`src/rtl/hazard_controller.sv`:
```
// hazard_controller
// -----------------
// Hazard and sequencing controller for a five-stage MIPS pipeline.
// Each cycle it produces the stall, flush and forwarding selects for the
// F/D/E/M/W pipeline registers, and it freezes the whole pipeline while a
// variable-latency data memory is busy.
//
// Ports
//   clk, reset                 clock; synchronous active-high reset
//   rsD, rtD                   decode-stage source registers
//   rsE, rtE                   execute-stage source registers
//   writeregE/M/W              destination register per stage
//   regwriteE/M/W              register-write enable per stage
//   memtoregE, memtoregM       load instruction in E / M
//   branchD, jumpD, pcsrcD     branch, jump, branch taken (decode)
//   memaccessM, memreadyM      M-stage memory access / memory done this cycle
//   stallF/D/E/M               hold the register feeding the named stage
//   flushD/E/W                 bubble the named stage's input register
//   forwardAD, forwardBD       decode compare operand from aluoutM
//   forwardAE, forwardBE       ALU operand: 00 regfile, 01 resultW, 10 aluoutM
//   memtimeout                 sticky flag: memory hung (FSM in ERR)
//   stallcount                 saturating count of cycles with stallF=1
//
// Every output except stallcount/memtimeout is combinational from the
// current inputs and FSM state.
module hazard_controller #(
    parameter int WAIT_TIMEOUT = 64,
    parameter int CNT_W        = 32
) (
    input  logic             clk,
    input  logic             reset,
    input  logic [4:0]       rsD,
    input  logic [4:0]       rtD,
    input  logic [4:0]       rsE,
    input  logic [4:0]       rtE,
    input  logic [4:0]       writeregE,
    input  logic [4:0]       writeregM,
    input  logic [4:0]       writeregW,
    input  logic             regwriteE,
    input  logic             regwriteM,
    input  logic             regwriteW,
    input  logic             memtoregE,
    input  logic             memtoregM,
    input  logic             branchD,
    input  logic             jumpD,
    input  logic             pcsrcD,
    input  logic             memaccessM,
    input  logic             memreadyM,
    output logic             stallF,
    output logic             stallD,
    output logic             stallE,
    output logic             stallM,
    output logic             flushD,
    output logic             flushE,
    output logic             flushW,
    output logic             forwardAD,
    output logic             forwardBD,
    output logic [1:0]       forwardAE,
    output logic [1:0]       forwardBE,
    output logic             memtimeout,
    output logic [CNT_W-1:0] stallcount
);

    // Wide enough to hold WAIT_TIMEOUT-1 with margin.
    localparam int WC_W = $clog2(WAIT_TIMEOUT) + 1;

    typedef enum logic [1:0] {
        RUN  = 2'd0,
        WAIT = 2'd1,
        ERR  = 2'd2
    } state_t;

    state_t          state;
    state_t          state_next;
    logic [WC_W-1:0] waitcnt;
    logic [WC_W-1:0] waitcnt_next;

    logic            lwstall;
    logic            branchstall;
    logic            hazstall;
    logic            memstall;
    logic [1:0]      fwd_ae;
    logic [1:0]      fwd_be;
    logic            fwd_ad;
    logic            fwd_bd;

    // ------------------------------------------------------------------
    // Wait-state FSM: state register
    // ------------------------------------------------------------------
    always_ff @(posedge clk) begin
        if (reset) begin
            state   <= RUN;
            waitcnt <= '0;
        end else begin
            state   <= state_next;
            waitcnt <= waitcnt_next;
        end
    end

    // ------------------------------------------------------------------
    // Wait-state FSM: next state
    // waitcnt counts the not-ready cycles of the current access; the first
    // one is spent in RUN, so it is loaded with 1 on entry to WAIT.
    // ------------------------------------------------------------------
    always_comb begin
        state_next   = state;
        waitcnt_next = waitcnt;
        case (state)
            RUN: begin
                if (memaccessM && !memreadyM) begin
                    state_next   = WAIT;
                    waitcnt_next = WC_W'(1);
                end
            end
            WAIT: begin
                if (memreadyM) begin
                    state_next   = RUN;
                    waitcnt_next = '0;
                end else if (waitcnt == WC_W'(WAIT_TIMEOUT - 1)) begin
                    state_next   = ERR;
                end else begin
                    waitcnt_next = waitcnt + WC_W'(1);
                end
            end
            ERR: begin
                // Only reset leaves ERR.
                state_next = ERR;
            end
            default: begin
                state_next   = RUN;
                waitcnt_next = '0;
            end
        endcase
    end

    assign memtimeout = (state == ERR);

    // ------------------------------------------------------------------
    // Forwarding. M stage has priority over W: it holds the younger value.
    // ------------------------------------------------------------------
    always_comb begin
        fwd_ae = 2'b00;
        if (rsE != 5'd0 && regwriteM && writeregM == rsE) begin
            fwd_ae = 2'b10;
        end else if (rsE != 5'd0 && regwriteW && writeregW == rsE) begin
            fwd_ae = 2'b01;
        end

        fwd_be = 2'b00;
        if (rtE != 5'd0 && regwriteM && writeregM == rtE) begin
            fwd_be = 2'b10;
        end else if (rtE != 5'd0 && regwriteW && writeregW == rtE) begin
            fwd_be = 2'b01;
        end
    end

    assign fwd_ad = (rsD != 5'd0) && regwriteM && (writeregM == rsD);
    assign fwd_bd = (rtD != 5'd0) && regwriteM && (writeregM == rtD);

    // ------------------------------------------------------------------
    // Hazard detection
    // ------------------------------------------------------------------
    assign lwstall = memtoregE && ((rtE == rsD) || (rtE == rtD));

    // A branch resolves in decode, so it must wait for an ALU result still
    // in E, or for a load result still in M.
    assign branchstall = branchD &&
        ((regwriteE && ((writeregE == rsD) || (writeregE == rtD))) ||
         (memtoregM && ((writeregM == rsD) || (writeregM == rtD))));

    assign hazstall = lwstall || branchstall;

    // In WAIT with memreadyM=1 (completion cycle) this is 0, so pipeline
    // hazards are honoured in that same cycle.
    assign memstall = (state == ERR) || (memaccessM && !memreadyM);

    // ------------------------------------------------------------------
    // Output selection. Reset forces bubbles everywhere; a memory freeze
    // holds every stage and suppresses D/E flushes so frozen contents
    // survive, overriding load-use and branch stalls.
    // ------------------------------------------------------------------
    always_comb begin
        stallF    = 1'b0;
        stallD    = 1'b0;
        stallE    = 1'b0;
        stallM    = 1'b0;
        flushD    = 1'b0;
        flushE    = 1'b0;
        flushW    = 1'b0;
        forwardAD = 1'b0;
        forwardBD = 1'b0;
        forwardAE = 2'b00;
        forwardBE = 2'b00;
        if (reset) begin
            flushD = 1'b1;
            flushE = 1'b1;
            flushW = 1'b1;
        end else begin
            forwardAD = fwd_ad;
            forwardBD = fwd_bd;
            forwardAE = fwd_ae;
            forwardBE = fwd_be;
            if (memstall) begin
                stallF = 1'b1;
                stallD = 1'b1;
                stallE = 1'b1;
                stallM = 1'b1;
                flushW = 1'b1;
            end else begin
                stallF = hazstall;
                stallD = hazstall;
                flushE = hazstall;
                // A taken branch/jump held in decode must not squash
                // itself; the flush waits until decode advances.
                flushD = (pcsrcD || jumpD) && !hazstall;
            end
        end
    end

    // ------------------------------------------------------------------
    // Saturating stall-cycle counter
    // ------------------------------------------------------------------
    always_ff @(posedge clk) begin
        if (reset) begin
            stallcount <= '0;
        end else if (stallF && (stallcount != {CNT_W{1'b1}})) begin
            stallcount <= stallcount + CNT_W'(1);
        end
    end

endmodule

```
`config.mk`:
```
export PLATFORM = sky130hd
export DESIGN_NAME = hazard_controller
export DESIGN_NICKNAME = d
export VERILOG_FILES = /design/src/rtl/hazard_controller.sv
export SDC_FILE = /design/constraint.sdc
export NUM_CORES = 1
export LEC_CHECK = 0
export CORE_MARGIN = 10
export CORE_UTILIZATION = 51
export CTS_CLUSTER_SIZE = 40
export DETAILED_ROUTE_END_ITERATION = 8
export GPL_TIMING_DRIVEN = 0
export PLACE_DENSITY_LB_ADDON = 0.2
export SKIP_CTS_REPAIR_TIMING = 1
export SKIP_LAST_GASP = 1
export SLEW_MARGIN = 40
export SYNTH_ARGS = -nofsm -noshare
export SYNTH_HDL_FRONTEND = slang
export SYNTH_SLANG_ARGS = --single-unit
```
`constraint.sdc`:
```
create_clock -name clk -period 5.14 [get_ports clk]
set_input_delay 1.285 -clock clk [delete_from_list [all_inputs] [get_ports clk]]
set_output_delay 1.285 -clock clk [all_outputs]
set_load 0.02 [all_outputs]
```
## After elaboration in Yosys (flattened, before gate mapping)

Cells that the tools add are included.

- Reduce and logical (&&, ||, !) cells: 35
- Add/sub/neg operators: 2
- Equality and inequality tests: 17
- Multiplexer cells: 25
- Bitwise logic cells: 1

Operator list:

| cell | count |
|---|---|
| $eq A5 B5 Y1 | 10 |
| $add A32 B1 Y32 const B | 1 |
| $ne A32 B32 Y1 const B | 1 |
| $mux W7 | 3 |
| $pmux W7 S3 | 1 |
| $reduce_bool A5 Y1 | 4 |
| $logic_and A1 B1 Y1 | 19 |
| $mux W2 | 7 |
| $mux W1 | 13 |
| $add A7 B1 Y7 const B | 1 |
| $eq A7 B6 Y1 const B | 1 |
| $logic_or A1 B1 Y1 | 7 |
| $ne A3 B3 Y1 const B | 2 |
| $pmux W2 S3 | 1 |
| $reduce_and A3 Y1 | 1 |
| $eq A2 B1 Y1 const B | 1 |
| $eq A2 B2 Y1 const B | 1 |
| $logic_not A1 Y1 | 2 |
| $logic_not A2 Y1 | 1 |
| $ne A2 B2 Y1 const B | 1 |
| $reduce_and A2 Y1 | 1 |
| $not A1 Y1 | 1 |

- Logic and storage cells: 83
- Input port bits: 47
- Output and inout bits: 46
- Register bits after elaboration: 41

## Logic depth before layout (Yosys ltp)

Gate-level depths: netlist of run 1.

- Word-level depth: 10
- Gate-level depth with buffers: 10
- Gate-level depth less buffers: 8

## Least setup slack after synthesis of run 1

Ideal clock, no wire load.

- Path type: input-to-output
- Start point: input port rtE[1]
- End point: output port forwardBE[0]
- Data arrival time: 2864 ps
- Path buffers: 1
- Stages on the path: 5
- Slack: 991 ps
- Cell sequence: clkbuf_1 -> or4_1 -> nor2_1 -> nor4_1 -> nor4_1

- Cells in the longest elaborated chain, start to end: 6

Ends and longest elaborated chain:

| what | RTL line | RTL |
|---|---|---|
| start, declared | 35 | `input logic [4:0] rtE,` |
| $reduce_bool A5 Y1 | 150, 152 |  |
| $logic_and A1 B1 Y1 (2 in series) | 152 | `end else if (rtE != 5'd0 && regwriteW && writeregW == rtE) begin` |
| $mux W1 | 152 |  |
| $mux W2 * | 150 | `if (rtE != 5'd0 && regwriteM && writeregM == rtE) begin` |
| $mux W2 * | 194 | `if (reset) begin` |
| end, declared | 59 | `output logic [1:0] forwardBE,` |

Every way passes the cells marked *; elsewhere a longest branch is shown, timed or not.

## Worst setup path after layout of run 1

- Start point: input port writeregM[1]
- End point: output port flushE

- Cells in the longest elaborated chain, start to end: 8

Ends and longest elaborated chain:

| what | RTL line | RTL |
|---|---|---|
| start, declared | 37 | `input logic [4:0] writeregM,` |
| $eq A5 B5 Y1 | 169 | `(memtoregM && ((writeregM == rsD) \|\| (writeregM == rtD))));` |
| $logic_or A1 B1 Y1 * | 169 |  |
| $logic_and A1 B1 Y1 * | 169 |  |
| $logic_or A1 B1 Y1 * | 168 | `((regwriteE && ((writeregE == rsD) \|\| (writeregE == rtD))) \|\|` |
| $logic_and A1 B1 Y1 * | 167 | `assign branchstall = branchD &&` |
| $logic_or A1 B1 Y1 * | 171 | `assign hazstall = lwstall \|\| branchstall;` |
| $mux W1 * | 203 | `if (memstall) begin` |
| $mux W1 * | 194 |  |
| end, declared | 54 | `output logic flushE,` |

Marks and branches as above.

==> flow_summary.toml, run 1 <==
[status]
outcome = "finished clean"

[place]
post_dp_cell_area_mm2 = 0.00392
hpwl_um = 6710
gp_congestion = 0.895
port_buffers = 87
dp.cells = 517

[timing]
maxSlewViolCount = 0
clock_skew_ps = 8.54
worst_pin_slew_ps = 566
fmax_mhz = 199
setup_violations = 0
hold_viol_final = 0
period_needed_ps = 5020
slew_headroom_pct = 62.1
setup_tns_ps = 0
finalCritPeriodShare_pct = 97.7

[logic_synthesis]
ys_types = 53
synth_ff_type = "dfxtp_1"
async_flop_share_pct = 0
synth-edff-count = 0
syn_area_mm2 = 0.00296
netlist_instances = 358
ys_seq_area_share_pct = 27.7
ys_ff_latch = 41
avgSynthCellArea_um2 = 8.26
synth_warnings = 0
syn_nets = 407

[power_and_ir_drop]
switchingPower_uw = 198
internal_power_uw = 560
ir_worst_vdd_mv = 0.145
p_seq_share_pct = 42.7
power_uw = 758
power_density_mw_per_mm2 = 185
comb_power_share_pct = 22.0
pwr-share-clk_pct = 35.3
sw_frac_of_total_pct = 26.1
p_leak_nw = 1.53

[run]
drv_cap = 0

[layout]
multi_input_area_mm2 = 0.00203
stdcell_count = 528
fin_nets = 504
stdcell_area_mm2 = 0.00409
n_antenna_cell = 0
fillers = 451
drive_gt1_share_pct = 9.65
layout_common_cells = "clkdlybuf4s50_1, nor2_1, dfxtp_1"
seqCellArea_um2 = 821
area_growth_pct = 38.4
final_common_cell = "clkdlybuf4s50_1"

[global_route]
grt_pass1_vias = 3002
grt_pass1_wl_um = 13800
met1_usage_pct = 20.3
gr-total-overflow = 0
grt_max_degree = 13
antenna_found_initial = 0
busiest_layer = "met2"
met3_usage_pct = 5.68
met2_usage_pct = 32.3
grtUsageTotal_pct = 18.2

[critical_path]
cpMaxStageDelayCell = "clkdlybuf4s50_1"
r2r_end = "stallcount[7]"
cpPeakStageDelay_ps = 630
cp_top_family = "buffers and inverters"
r2r_start = "stallcount[0]"
critPathLaunchType = "input pin"
end_kind = "output port"
path_cells = "clkdlybuf4s50_1, xor2_1, nor2_1, a32o_1, o31ai_4, buf_4, nand2_1, a21o_1, clkdlybuf4s50_1"
cp_common_cell = "clkdlybuf4s50_1"
reg2reg_slack_ps = 2390
path_class = "in2out"
worstPathMaxFanout = 5
worst-endpoint-arrival_ps = 3730
cp_data_required_time_ps = 3860
rr_worst_depth = 10
crit_buf_inv = 3

[floorplan]
die_x_um = 96.2
die_h_um = 96.2
core_area_mm2 = 0.00557
num_rows = 27
initial_utilization_pct = 53.1
ios = 93
dieArea_mm2 = 0.00925

[cts]
cts_tree = "yes"
clockRootBuffer = "clkbuf_8"
cts.sink_count = 41
clkTransAtPathRegs_ps = 70
cts_buffers = 5
htree_levels = 2
clk_path_buf_depth = 2
clock_latency_ps = 290

[route]
drt.antenna.violating_nets = 0
vias = 2961
post_drt_wl_per_cell_um = 16.2
drc = 0
routed_via_density = 5.61
drt-initial-drc-count = 119
wl_um = 8540
first_pass_iters = 4

[min_path]
min_from = "waitcnt[6]"
worstHoldEndpoint = "waitcnt[6]"
worstHoldPathCells = 1
min_path_type = "reg2reg"
-- how the worst max path moves through the flow --
stage	startpoint	to	slack (ps)	cells past startpoint
6_report	writeregM[1]	flushE	120	9
2_1_floorplan	rtE[1]	forwardBE[0]	990	5
3_5_place_dp	rtD[2]	flushD	-50	8
3_3_place_gp	writeregM[0]	flushD	8	8
4_1_cts	rtD[2]	flushD	-60	8
5_1_grt	writeregM[1]	stallF	-20	9
-- flip-flops by register name, summed over array words and instances, names as in the netlist --
register / cells
waitcnt: 7
stallcount: 32
state: 2
-- cell type report --
class | instances | area share, %
clock inverter | 1 | 0.734
inverter | 6 | 0.550
tap | 72 | 2.20
sequential | 41 | 20.1
clock buffer | 7 | 2.11
multi-input combinational | 291 | 49.7
timing repair buffer | 90 | 22.1
buffer | 20 | 2.51
-- power by group through the flow --
stage / clock [mW] / sequential, mW / combinational, mW
after floorplan: 0 / 0.332 / 0.0864
after CTS: 0.274 / 0.324 / 0.164
final: 0.268 / 0.324 / 0.167
after global routing: 0.284 / 0.324 / 0.181
after detailed placement: 0 / 0.331 / 0.162
after global placement: 0 / 0.331 / 0.159
-- Yosys cell counts (2+ instances only) --
library cell / number / area [µm²]
and4_1: 3 / 26.3
inv_1: 6 / 22.5
nor4_1: 6 / 37.5
xnor2_1: 36 / 315
and3_1: 10 / 62.6
nand2b_1: 4 / 25.0
xor2_1: 23 / 201
a21o_1: 3 / 22.5
nand3_1: 23 / 115
nor2b_1: 25 / 156
a31oi_1: 5 / 31.3
clkbuf_1: 14 / 52.6
nand2_1: 15 / 56.3
mux2_2: 13 / 146
and4_4: 2 / 22.5
and2_1: 3 / 18.8
a211oi_1: 4 / 30.0
buf_4: 3 / 22.5
nor3b_1: 3 / 22.5
or4_1: 4 / 30.0
nand4_1: 14 / 87.6
nor3_1: 3 / 15.0
nand4b_1: 3 / 26.3
buf_6: 2 / 22.5
mux2_1: 7 / 78.8
dfxtp_1: 41 / 821
a21oi_1: 10 / 50.1
ha_1: 2 / 25.0
nor2_1: 47 / 176
-- worst reg2reg max path: cells and delay by family (launching register included) --
| kind | cells | cell delay, ps |
|---|---|---|
| AO/OA/AOI/OAI | 1 | 60 |
| AND/OR/NAND/NOR | 5 | 1220 |
| flip-flops | 1 | 420 |
| buffers and inverters | 2 | 360 |
| adder cells (fa/ha/maj) | 1 | 240 |
| multiplexers | 1 | 330 |
-- logic make-up (layout without fill, tap and decap cells) --
group	count (synthesis)	in the layout	synth area share [%]
AND/OR/NAND/NOR	172	172	32.4
XOR/XNOR	59	59	17.5
flip-flops	41	41	27.7
AO/OA/AOI/OAI	37	37	9.31
buffers and inverters	26	124	4.23
multiplexers	21	21	7.95
adder cells (fa/ha/maj)	2	2	0.846
-- metal layers --
| metal | part of all wire [%] | up-vias |
|---|---|---|
| li1 | - | 1447 |
| met1 | 40 | 1394 |
| met2 | 50 | 106 |
| met3 | 8.9 | 14 |
| met4 | 1.8 | 0 |
| met5 | 0 | - |
-- per-stage QoR --
step / util (%) / hold slack [ps] / setup slack [ps]
after detailed placement: 70.3 / 465 / -54.2
after CTS: 72.4 / 476 / -58.1
after floorplan: - / 453 / 991
after global placement: 70.3 / 462 / 7.88
after global routing: 73.4 / 486 / -15.9
final: 73.4 / 476 / 120
Power figures use the tool's default switching activity.
==> run 2: changes to the inputs <==
--- a/config.mk
+++ b/config.mk
@@ -6,13 +6,12 @@
 export NUM_CORES = 1
 export LEC_CHECK = 0
 export CORE_MARGIN = 10
-export CORE_UTILIZATION = 51
+export CORE_UTILIZATION = 45
 export CTS_CLUSTER_SIZE = 40
 export DETAILED_ROUTE_END_ITERATION = 8
 export GPL_TIMING_DRIVEN = 0
 export PLACE_DENSITY_LB_ADDON = 0.2
 export SKIP_CTS_REPAIR_TIMING = 1
-export SKIP_LAST_GASP = 1
 export SLEW_MARGIN = 40
 export SYNTH_ARGS = -nofsm -noshare
 export SYNTH_HDL_FRONTEND = slang
==> run 2 against run 1 <==
  * Setup slack improved by 6.8 ps
  * Largest cell class unchanged
  * First-iteration DRC count rose by 40%
  * Highest routed layer unchanged
  * Critical path type unchanged
  * Final cell count rose by 0.57%
  * Sequential power barely moved
  * Clock skew fell by 1.2 ps
  * Register-to-register slack barely moved
  * Maximum frequency rose by 0.14%
==> flow_summary.toml, run 2 (synthesis gave the netlist of run 1 again) <==
[timing]
hold_viol_final = 0
worst_slack_ps = 127
maxSlewViolCount = 0
period_needed_ps = 5010
worst_pin_slew_ps = 543
setup_violations = 0
clock_skew_ps = 7.35
finalCritPeriodShare_pct = 97.5
fmax_mhz = 199
setup_tns_ps = 0
grt_setup_unrepaired = "no"
slew_headroom_pct = 63.8

[min_path]
min_from = "waitcnt[6]"
worstHoldEndpoint = "waitcnt[6]"
worstHoldPathCells = 1
min_path_type = "reg2reg"

[global_route]
grtUsageTotal_pct = 15.6
antenna_found_initial = 0
gr-total-overflow = 0
grt_pass1_wl_um = 13300
grt_pass1_vias = 2888
grt_max_degree = 12

[floorplan]
die_h_um = 101
dieArea_mm2 = 0.0102
ios = 93
core_area_mm2 = 0.00635
num_rows = 29
initial_utilization_pct = 46.6
die_x_um = 101

[layout]
area_growth_pct = 36.6
drive_gt1_share_pct = 9.03
seqCellArea_um2 = 821
largest_reg_flops = 32
fillers = 552
multi_input_area_mm2 = 0.00202
stdcell_area_mm2 = 0.00404
stdcell_count = 531
fin_nets = 504
final_common_cell = "clkdlybuf4s50_1"
top_register = "stallcount"
top_regs = "stallcount x32, waitcnt x7, state x2"
layout_common_cells = "clkdlybuf4s50_1, nor2_1, dfxtp_1"
n_antenna_cell = 0

[run]
drv_cap = 0

[place]
gp_congestion = 0.857
dp.cells = 522
dp_worst_setup_slack_ps = 11.1
post_dp_cell_area_mm2 = 0.00393
hpwl_um = 6570
port_buffers = 87

[power_and_ir_drop]
ir_worst_vdd_mv = 0.116
power_density_mw_per_mm2 = 170
p_leak_nw = 1.51
power_uw = 685

[route]
drc = 0
vias = 2833
routed_via_density = 5.34
drt.antenna.violating_nets = 0
drt-initial-drc-count = 167
post_drt_wl_per_cell_um = 15.4
wl_um = 8200
first_pass_iters = 4

[critical_path]
r2r_start = "stallcount[0]"
rr_worst_depth = 10
end_kind = "output port"
worstPathMaxFanout = 7
path_cells = "clkdlybuf4s50_1, xor2_1, nor3_2, a32o_1, o31ai_4, buf_4, buf_4, nand2_1, a21o_1, clkdlybuf4s50_1"
cpMaxStageDelayCell = "clkdlybuf4s50_1"
path_class = "in2out"
worst-endpoint-arrival_ps = 3730
critPathLaunchType = "input pin"
r2r_end = "stallcount[20]"
reg2reg_slack_ps = 2390
cpPeakStageDelay_ps = 630
cp_data_required_time_ps = 3860

[cts]
clockRootBuffer = "clkbuf_8"
clk_path_buf_depth = 2
htree_levels = 2
cts_buffers = 5
clkTransAtPathRegs_ps = 70
clock_latency_ps = 300
cts_tree = "yes"
cts.sink_count = 41

[status]
outcome = "finished clean"
[run 2: critical path, delay by kind of cell]
| family | cells | cell delay [ps] |
|---|---|---|
| buffers and inverters | 4 | 1470 |
| AOI/OAI and AO/OA | 3 | 640 |
| xor gates and xnor gates | 1 | 220 |
| and+or+nand+nor | 2 | 120 |
[run 2: through the flow]
step,hold WS [ps],utilization (%)
floorplan,453,-
global placement,464,61.8
detailed placement,467,61.8
CTS,477,63.0
global route,500,63.6
finish,476,63.6
[run 2: cell type report]
type	instances	share of cell area, %
clock inverter	1	0.124
sequential	41	20.3
multi-input combinational	291	50.1
timing repair buffer	90	22.3
clock buffer	5	1.70
buffer	20	2.54
tap	77	2.38
inverter	6	0.557
[run 2: per-layer routing]
metal	share of wire (%)	vias up	GRT usage, %
met3	7.8	9	6.10
li1	-	1437	-
met4	0.93	0	3.64
met1	43	1310	17.6
met2	48	77	26.7
met5	0	-	0
[run 2: worst max path at each step]
stage / cells past startpoint / end / slack, ps / start
6_report: 10 / flushE / 130 / writeregM[3]
5_1_grt: 10 / flushE / 0.4 / writeregM[3]
4_1_cts: 8 / flushD / -4 / writeregM[1]
3_5_place_dp: 8 / flushD / 10 / writeregM[1]
3_3_place_gp: 8 / flushD / 20 / writeregM[0]
2_1_floorplan: 5 / forwardBE[0] / 990 / rtE[1]
[run 2: report_power, final]
part	internal (mW)	switching (mW)
combinational	0.0815	0.0827
sequential	0.320	0.00343
clock	0.0894	0.108
